[src/rtl/ahb_manager_arbiter_pkg.sv]
// Shared types and AHB-Lite encodings for the two-port manager arbiter.
package ahb_manager_arbiter_pkg;

    localparam int NUM_REQ = 2;

    typedef enum logic [1:0] {
        IDLE = 2'd0,
        ADDR = 2'd1,
        DATA = 2'd2
    } arb_state_t;

    localparam logic [1:0] HTRANS_IDLE   = 2'b00;
    localparam logic [1:0] HTRANS_NONSEQ = 2'b10;
    localparam logic [2:0] HBURST_SINGLE = 3'b000;

    localparam logic [2:0] HSIZE_BYTE = 3'b000;
    localparam logic [2:0] HSIZE_HALF = 3'b001;
    localparam logic [2:0] HSIZE_WORD = 3'b010;

endpackage

[src/rtl/ahb_manager_arbiter_rr.sv]
// Two-way round-robin picker; last_grant resets to 1 so port 0 wins the first tie.
module rr_arbiter2 (
    input  logic       clk,
    input  logic       nrst,
    input  logic [1:0] req,
    input  logic       update,
    output logic       grant,
    output logic       valid
);

    logic last_grant;

    always_comb begin
        grant = 1'b0;
        if (req == 2'b11)
            grant = ~last_grant;
        else if (req[1])
            grant = 1'b1;
    end

    assign valid = |req;

    always_ff @(posedge clk) begin
        if (!nrst)
            last_grant <= 1'b1;
        else if (update)
            last_grant <= grant;
    end

endmodule

[src/rtl/ahb_manager_arbiter.sv]
// Shares one AHB-Lite manager path between fetch (port 0) and data (port 1)
// requesters, one SINGLE transfer at a time.
module ahb_manager_arbiter
    import ahb_manager_arbiter_pkg::*;
#(
    parameter int ADDR_W = 32,
    parameter int DATA_W = 32
) (
    input  logic              clk,
    input  logic              nrst,
    input  logic [1:0]        req,
    input  logic [ADDR_W-1:0] addr0,
    input  logic [ADDR_W-1:0] addr1,
    input  logic              write0,
    input  logic              write1,
    input  logic [2:0]        size0,
    input  logic [2:0]        size1,
    input  logic [DATA_W-1:0] wdata0,
    input  logic [DATA_W-1:0] wdata1,
    output logic [1:0]        ack,
    output logic [DATA_W-1:0] rdata,
    output logic              err,
    output logic [ADDR_W-1:0] haddr,
    output logic [1:0]        htrans,
    output logic              hwrite,
    output logic [2:0]        hsize,
    output logic [2:0]        hburst,
    output logic [DATA_W-1:0] hwdata,
    input  logic [DATA_W-1:0] hrdata,
    input  logic              hready,
    input  logic              hresp
);

    arb_state_t state;
    logic       grant;
    logic       arb_grant;
    logic       arb_valid;
    logic       arb_update;
    logic       done;

    logic [NUM_REQ-1:0][ADDR_W-1:0] addr_v;
    logic [NUM_REQ-1:0]             write_v;
    logic [NUM_REQ-1:0][2:0]        size_v;
    logic [NUM_REQ-1:0][DATA_W-1:0] wdata_v;

    assign addr_v  = {addr1, addr0};
    assign write_v = {write1, write0};
    assign size_v  = {size1, size0};
    assign wdata_v = {wdata1, wdata0};

    // Arbitration history only advances when a grant is actually taken.
    assign arb_update = (state == IDLE) && arb_valid;

    rr_arbiter2 u_rr (
        .clk    (clk),
        .nrst   (nrst),
        .req    (req),
        .update (arb_update),
        .grant  (arb_grant),
        .valid  (arb_valid)
    );

    always_ff @(posedge clk) begin
        if (!nrst) begin
            state  <= IDLE;
            grant  <= 1'b0;
            htrans <= HTRANS_IDLE;
        end else begin
            case (state)
                IDLE: begin
                    if (arb_valid) begin
                        grant  <= arb_grant;
                        state  <= ADDR;
                        htrans <= HTRANS_NONSEQ;
                    end
                end
                ADDR: begin
                    if (hready) begin
                        state  <= DATA;
                        htrans <= HTRANS_IDLE;
                    end
                end
                DATA: begin
                    if (hready)
                        state <= IDLE;
                end
                default: begin
                    state  <= IDLE;
                    htrans <= HTRANS_IDLE;
                end
            endcase
        end
    end

    assign hburst = HBURST_SINGLE;
    assign haddr  = (state == ADDR) ? addr_v[grant]  : '0;
    assign hwrite = (state == ADDR) ? write_v[grant] : 1'b0;
    assign hsize  = (state == ADDR) ? size_v[grant]  : 3'b000;
    assign hwdata = (state == DATA) ? wdata_v[grant] : '0;

    // Completion is the data-phase hready; an ERROR's first cycle has hready low.
    assign done  = (state == DATA) && hready;
    assign ack   = done ? (grant ? 2'b10 : 2'b01) : 2'b00;
    assign rdata = done ? hrdata : '0;
    assign err   = done & hresp;

endmodule

[config.mk]
export PLATFORM = sky130hd
export DESIGN_NAME = ahb_manager_arbiter
export DESIGN_NICKNAME = d
export VERILOG_FILES = /design/src/rtl/ahb_manager_arbiter_pkg.sv /design/src/rtl/ahb_manager_arbiter_rr.sv /design/src/rtl/ahb_manager_arbiter.sv
export SDC_FILE = /design/constraint.sdc
export NUM_CORES = 1
export LEC_CHECK = 0
export BUFFER_PORTS_ARGS = -buffer_cell sky130_fd_sc_hd__buf_2
export CORE_AREA = 2 2 111 113
export DETAILED_ROUTE_END_ITERATION = 12
export DIE_AREA = 0 0 113 115
export PLACE_DENSITY = 0.59
export SLEW_MARGIN = 20
export SYNTH_ARGS = -nofsm -noshare
export SYNTH_HDL_FRONTEND = slang
export SYNTH_SLANG_ARGS = --single-unit
[constraint.sdc]
create_clock -name clk -period 1.1 [get_ports clk]
set_input_delay 0.11 -clock clk [delete_from_list [all_inputs] [get_ports clk]]
set_output_delay 0.11 -clock clk [all_outputs]
set_load 0.02 [all_outputs]
## After elaboration in Yosys (flattened, before gate mapping)

Index checks and enable logic that the tools add are counted.

- Register bits: 6
- Bits in latches: 0
- Memory bits (writable): 0
- Bits in read-only memories: 0
- Logic and storage cells: 44
- Memories: 0

- Add/subtract/negate cells: 0
- $mul: 0
- Div/mod/pow operators: 0
- $lt $le $gt $ge: 1
- Eq/ne operators: 6
- Shift-type cells: 0
- Mux-type cells: 23
- Bitwise operators: 3
- Reduce and logical (&&, ||, !) cells: 7

Operator list:

| cell | number |
|---|---|
| two-way mux 32 bit | 7 |
| two-way mux 2 bit | 6 |
| one-hot mux 2 bit (3 select lines) | 2 |
| two-way mux 3 bit | 3 |
| inequality test 2 bit (second input constant) | 3 |
| AND reduction 3 bit | 2 |
| two-way mux 1 bit | 5 |
| equality test 2 bit (second input constant) | 2 |
| equality test 2 x 1 -> 1 bit (second input constant) | 1 |
| logical AND 1 bit | 2 |
| logical NOT 2 bit | 1 |
| less-than comparator 1 x 2 -> 1 bit (second input constant) | 1 |
| inverter 1 bit | 2 |
| AND reduction 2 bit | 1 |
| OR reduction 2 bit | 1 |
| AND 1 bit | 1 |

## Logic depth before layout (Yosys ltp)

- Word-level depth: 3
- Gate-level depth with buffers: 4

## By module

Synthesis repeated with hierarchy kept, for this count alone.

- Cell total of the unflattened synthesis: 226
- Area total of the unflattened synthesis: 1595.3 sq um

Modules (own cells, without submodules):

| module | instances | cells an instance | area an instance (sq um) | sequential area each (sq um) |
|---|---|---|---|---|
| ahb_manager_arbiter | 1 | 220 | 1542.7 | 80.1 |
| rr_arbiter2 | 1 | 6 | 52.6 | 20.0 |

## Least setup slack after synthesis

Ideal clock, no wire load.

- Kind: register to output
- Start point: register state[0]
- End point: output ack[0]
- Arrival time: 1118 ps
- Slack: -128 ps
- Stages on the path, launching flop included: 5
- Cell sequence: dfxtp_1 and2b_1 clkbuf_2 nand2_1 nor2_1

- Word-level cells in the longest chain between the ends: 3

RTL lines:

| item | RTL line | source |
|---|---|---|
| start, declared | ahb_manager_arbiter.sv:34 | `arb_state_t state;` |
| start signal, assigned | ahb_manager_arbiter.sv:65 | `state <= IDLE;` |
| start signal, assigned | ahb_manager_arbiter.sv:73 | `state <= ADDR;` |
| start signal, assigned | ahb_manager_arbiter.sv:79 | `state <= DATA;` |
| equality test 2 bit | ahb_manager_arbiter.sv:102 | `assign done = (state == DATA) && hready;` |
| logical AND 1 bit | ahb_manager_arbiter.sv:102 |  |
| two-way mux 2 bit | ahb_manager_arbiter.sv:103 | `assign ack = done ? (grant ? 2'b10 : 2'b01) : 2'b00;` |
| end, declared | ahb_manager_arbiter.sv:20 | `output logic [1:0] ack,` |

Every way passes these cells.

## Final worst setup path

- Start point: register grant
- End point: output hsize[0]

- Word-level cells in the longest chain between the ends: 3

RTL lines:

| item | RTL line | source |
|---|---|---|
| start, declared | ahb_manager_arbiter.sv:35 | `logic grant;` |
| start signal, assigned | ahb_manager_arbiter.sv:72 | `grant <= arb_grant;` |
| two-way mux 3 bit (implied by the code) (2 in a row) | ahb_manager_arbiter.sv:98 | `assign hsize = (state == ADDR) ? size_v[grant] : 3'b000;` |
| two-way mux 3 bit | ahb_manager_arbiter.sv:98 |  |
| end, declared | ahb_manager_arbiter.sv:26 | `output logic [2:0] hsize,` |

Every way passes these cells. The select of a mux whose other input is x is not followed.

==> metrics.md <==
| Metric | Value |
|---|---|
| WL final | `8120 microns` |
| Synth top area share | `44.6%` |
| Final setup viols | `104` |
| Total clock buffers created by CTS | `3` |
| First DRT Iteration DRCs | `73` |
| Hold_buf cts | `0` |
| PD cells | `617 nW/um^2` |
| Ys Warns | `0` |
| Failing checks | `DRC, setup timing` |
| WL/cell | `12.4 microns` |
| N_diodes | `0` |
| CP Launch Type | `register` |
| Critical path required time | `0.99 ns` |
| Site Rows | `40` |
| Detail Placement HPWL | `6080 microns` |
| Max-Slew Margin vs Limit | `60.5%` |
| Core ar. | `11800 sq um` |
| GR Overflow Total | `0` |
| Vias in the first global route | `2480` |
| Vias per Instance | `4.08` |
| Crit path time final | `1.47 ns` |
| Global Route Usage Sum | `10.0%` |
| Post-Syn Area | `1530 sq um` |
| Post-route setup slack | `-0.369 ns` |
| Die area | `13000 sq um` |
| Root Buffer | `clkbuf_16` |
| Die width | `113 microns` |
| DP Cell Count | `644` |
| Dpl cell area | `3280 sq um` |
| Antenna violations before repair | `0` |
| Final Util | `33.2%` |
| Status | `finished, violations left` |
| Layout Cell Area excl Fill | `3920 sq um` |
| CTS tree | `done` |
| Synth area leader | `mux2i_1` |
| DP Worst Slack | `-0.221 ns` |
| Number of max-cap violations | `0` |
| CTS Sinks | `5` |
| Post-DRT Antenna Nets | `0` |
| Power, Total | `2.42 mW` |
| #FFs+latches synth | `5` |
| DR vias | `2683` |
| CP max FO | `7` |
| Fraction of registers with async set/reset | `0%` |
| Net Sw Power | `924 uW` |
| Largest buffer count on any clock path | `2` |
| Setup TNS | `-32.11 ns` |
| Clock-pin slew on the worst setup and hold paths | `0.03 ns` |
| Fraction of the cycle the final worst path needs | `134%` |
| Mapped Cells | `226` |
| Worst hold slack | `0.104 ns` |
| Fmax | `681 MHz` |
| Global-route wire length before repair | `11000 microns` |
| Starting Density | `12.9%` |
| FILL cells | `1292` |
| I/O pin count | `282` |
| LEAKAGE | `2.10 nW` |
| Syn Area/Cell | `6.75 sq um` |
| Largest net degree at the start of global routing | `39` |
| P&R area growth vs syn | `157%` |
| Finished Layout Cells | `657` |
| Kind of critical path | `register to primary output` |
| Most used flip-flop cell after synthesis | `dfxtp_1` |
| CTS H-tree depth | `1` |
| Seq pwr share | `9.4%` |
| CP arrival | `1.36 ns` |
| Die Y | `115 microns` |
| Skew-Pair Late Insertion Delay | `0.22 ns` |
| Number of remaining DRC errors | `20` |
| RSZ-0062 raised after global routing | `true` |
| Cell variety after synth | `20` |
| Worst IR Drop VDD | `0.764 mV` |
| Number of synthesized flops with an enable pin | `0` |
| Largest cells by area after synthesis | `mux2i_1, nor2_1, and3_1` |
| Clock power share | `24.6%` |
| Worst slew pin tran | `0.593 ns` |
| Worst Skew | `0.000138 ns` |
| Final Hold Fails | `0` |
| HP Class | `input port to register` |
| TritonRoute pass-1 iters | `8` |
| Switch share | `38.2%` |
| Final slew viol count | `0` |
| Crit end category | `primary output` |
| Routability congestion estimate from global placement | `0.704` |
| Most frequent cells after synthesis | `nor2_1, mux2i_1, and3_1` |
| Count leader, synth | `nor2_1` |
| Pint | `1.49 mW` |
| Fraction of layout cells with a size suffix above 1 | `73.9%` |
| IO Port Bufs | `277` |
| Seq/Total Area, Yosys | `6.56%` |
| Nets | `685` |
| Logic gate share of total power | `65.9%` |
-- cell usage in the layout (no fill, tap or decap) --
cell	Yosys	final
and3_2	0	18
mux2i_1	68	59
buf_16	0	1
dfxtp_2	0	1
and3_1	36	3
nand2_1	4	3
buf_8	0	2
o21ai_0	2	2
nor3_1	1	1
a21oi_1	1	1
buf_2	13	230
clkbuf_1	5	1
nor2_1	72	52
a32o_1	1	1
nand2_4	0	1
buf_12	0	5
buf_4	6	17
and2b_4	0	1
clkbuf_16	0	5
nor2_4	0	2
nor2_2	0	18
mux2_4	0	1
nand2b_1	3	1
nand2b_4	0	2
buf_6	0	47
inv_1	1	1
dfxtp_1	5	2
a2111oi_0	1	1
and3_4	0	15
dfxtp_4	0	2
a31oi_1	1	1
mux2i_4	0	2
conb_1	1	4
mux2i_2	0	7
-- power groups by stage --
stage	sequential (mW)	combinational, mW	clock [mW]
3_5_place_dp	0.233	1.37	0
6_report	0.228	1.59	0.595
5_1_grt	0.233	1.71	0.611
4_1_cts	0.227	1.50	0.610
2_1_floorplan	0.220	0.782	0
3_3_place_gp	0.231	1.36	0
-- final timing paths --
path         cells past startpoint       from         endpoint  slack (ns)
max                              5      grant         hsize[0]       -0.37
min                              2       nrst  u_rr.last_grant        0.10
max reg2reg                      5   state[0]         state[1]       -0.03
min reg2reg                      2  htrans[1]        htrans[1]        0.50
-- final cells by class --
class                   count  area (sq um)  area share [%]
flip-flops and latches      5           109            2.78
inverters                   1          3.75          0.0958
clock buffers               4          78.8            2.01
multi-input cells         196          1530            39.0
repair buffers            304          2020            51.5
well taps                 147           184            4.69
-- per-layer routing --
metal	track usage [%]	vias to the layer above	wire, microns
met4	0.976	0	0
met1	10.4	1193	2940
met3	1.79	0	800
met5	0	-	0
met2	21.4	158	4380
li1	-	1332	-
-- flip-flops by register name (all words and copies together) (netlist names) --
signal	cells
u_rr.last_grant	1
grant	1
state	2
htrans	1
-- kinds of logic (layout without fill, tap and decap cells) --
group / Yosys count / after routing / share of synthesized area, %
other: 1 / 4 / 0.246
AND/OR/NAND/NOR: 117 / 117 / 35.5
flip-flops: 5 / 5 / 6.56
buffers and inverters: 28 / 309 / 9.68
AO/OA/AOI/OAI: 6 / 6 / 2.63
multiplexers: 69 / 69 / 45.4
-- critical path: stages, from the launching register on --
cell and delay [ns]:
dfxtp_4 0.43, buf_8 0.15, buf_6 0.13, mux2i_1 0.22, nor2_1 0.06, buf_2 0.16
-- repair_timing --
item,4_1_cts,5_1_grt
setup endpoints to repair,105,104
buffers inserted,5,1
gates cloned,1,3
pin swaps,2,8
resized for setup,50,80
No activity file was read; power rests on OpenSTA's default activity.
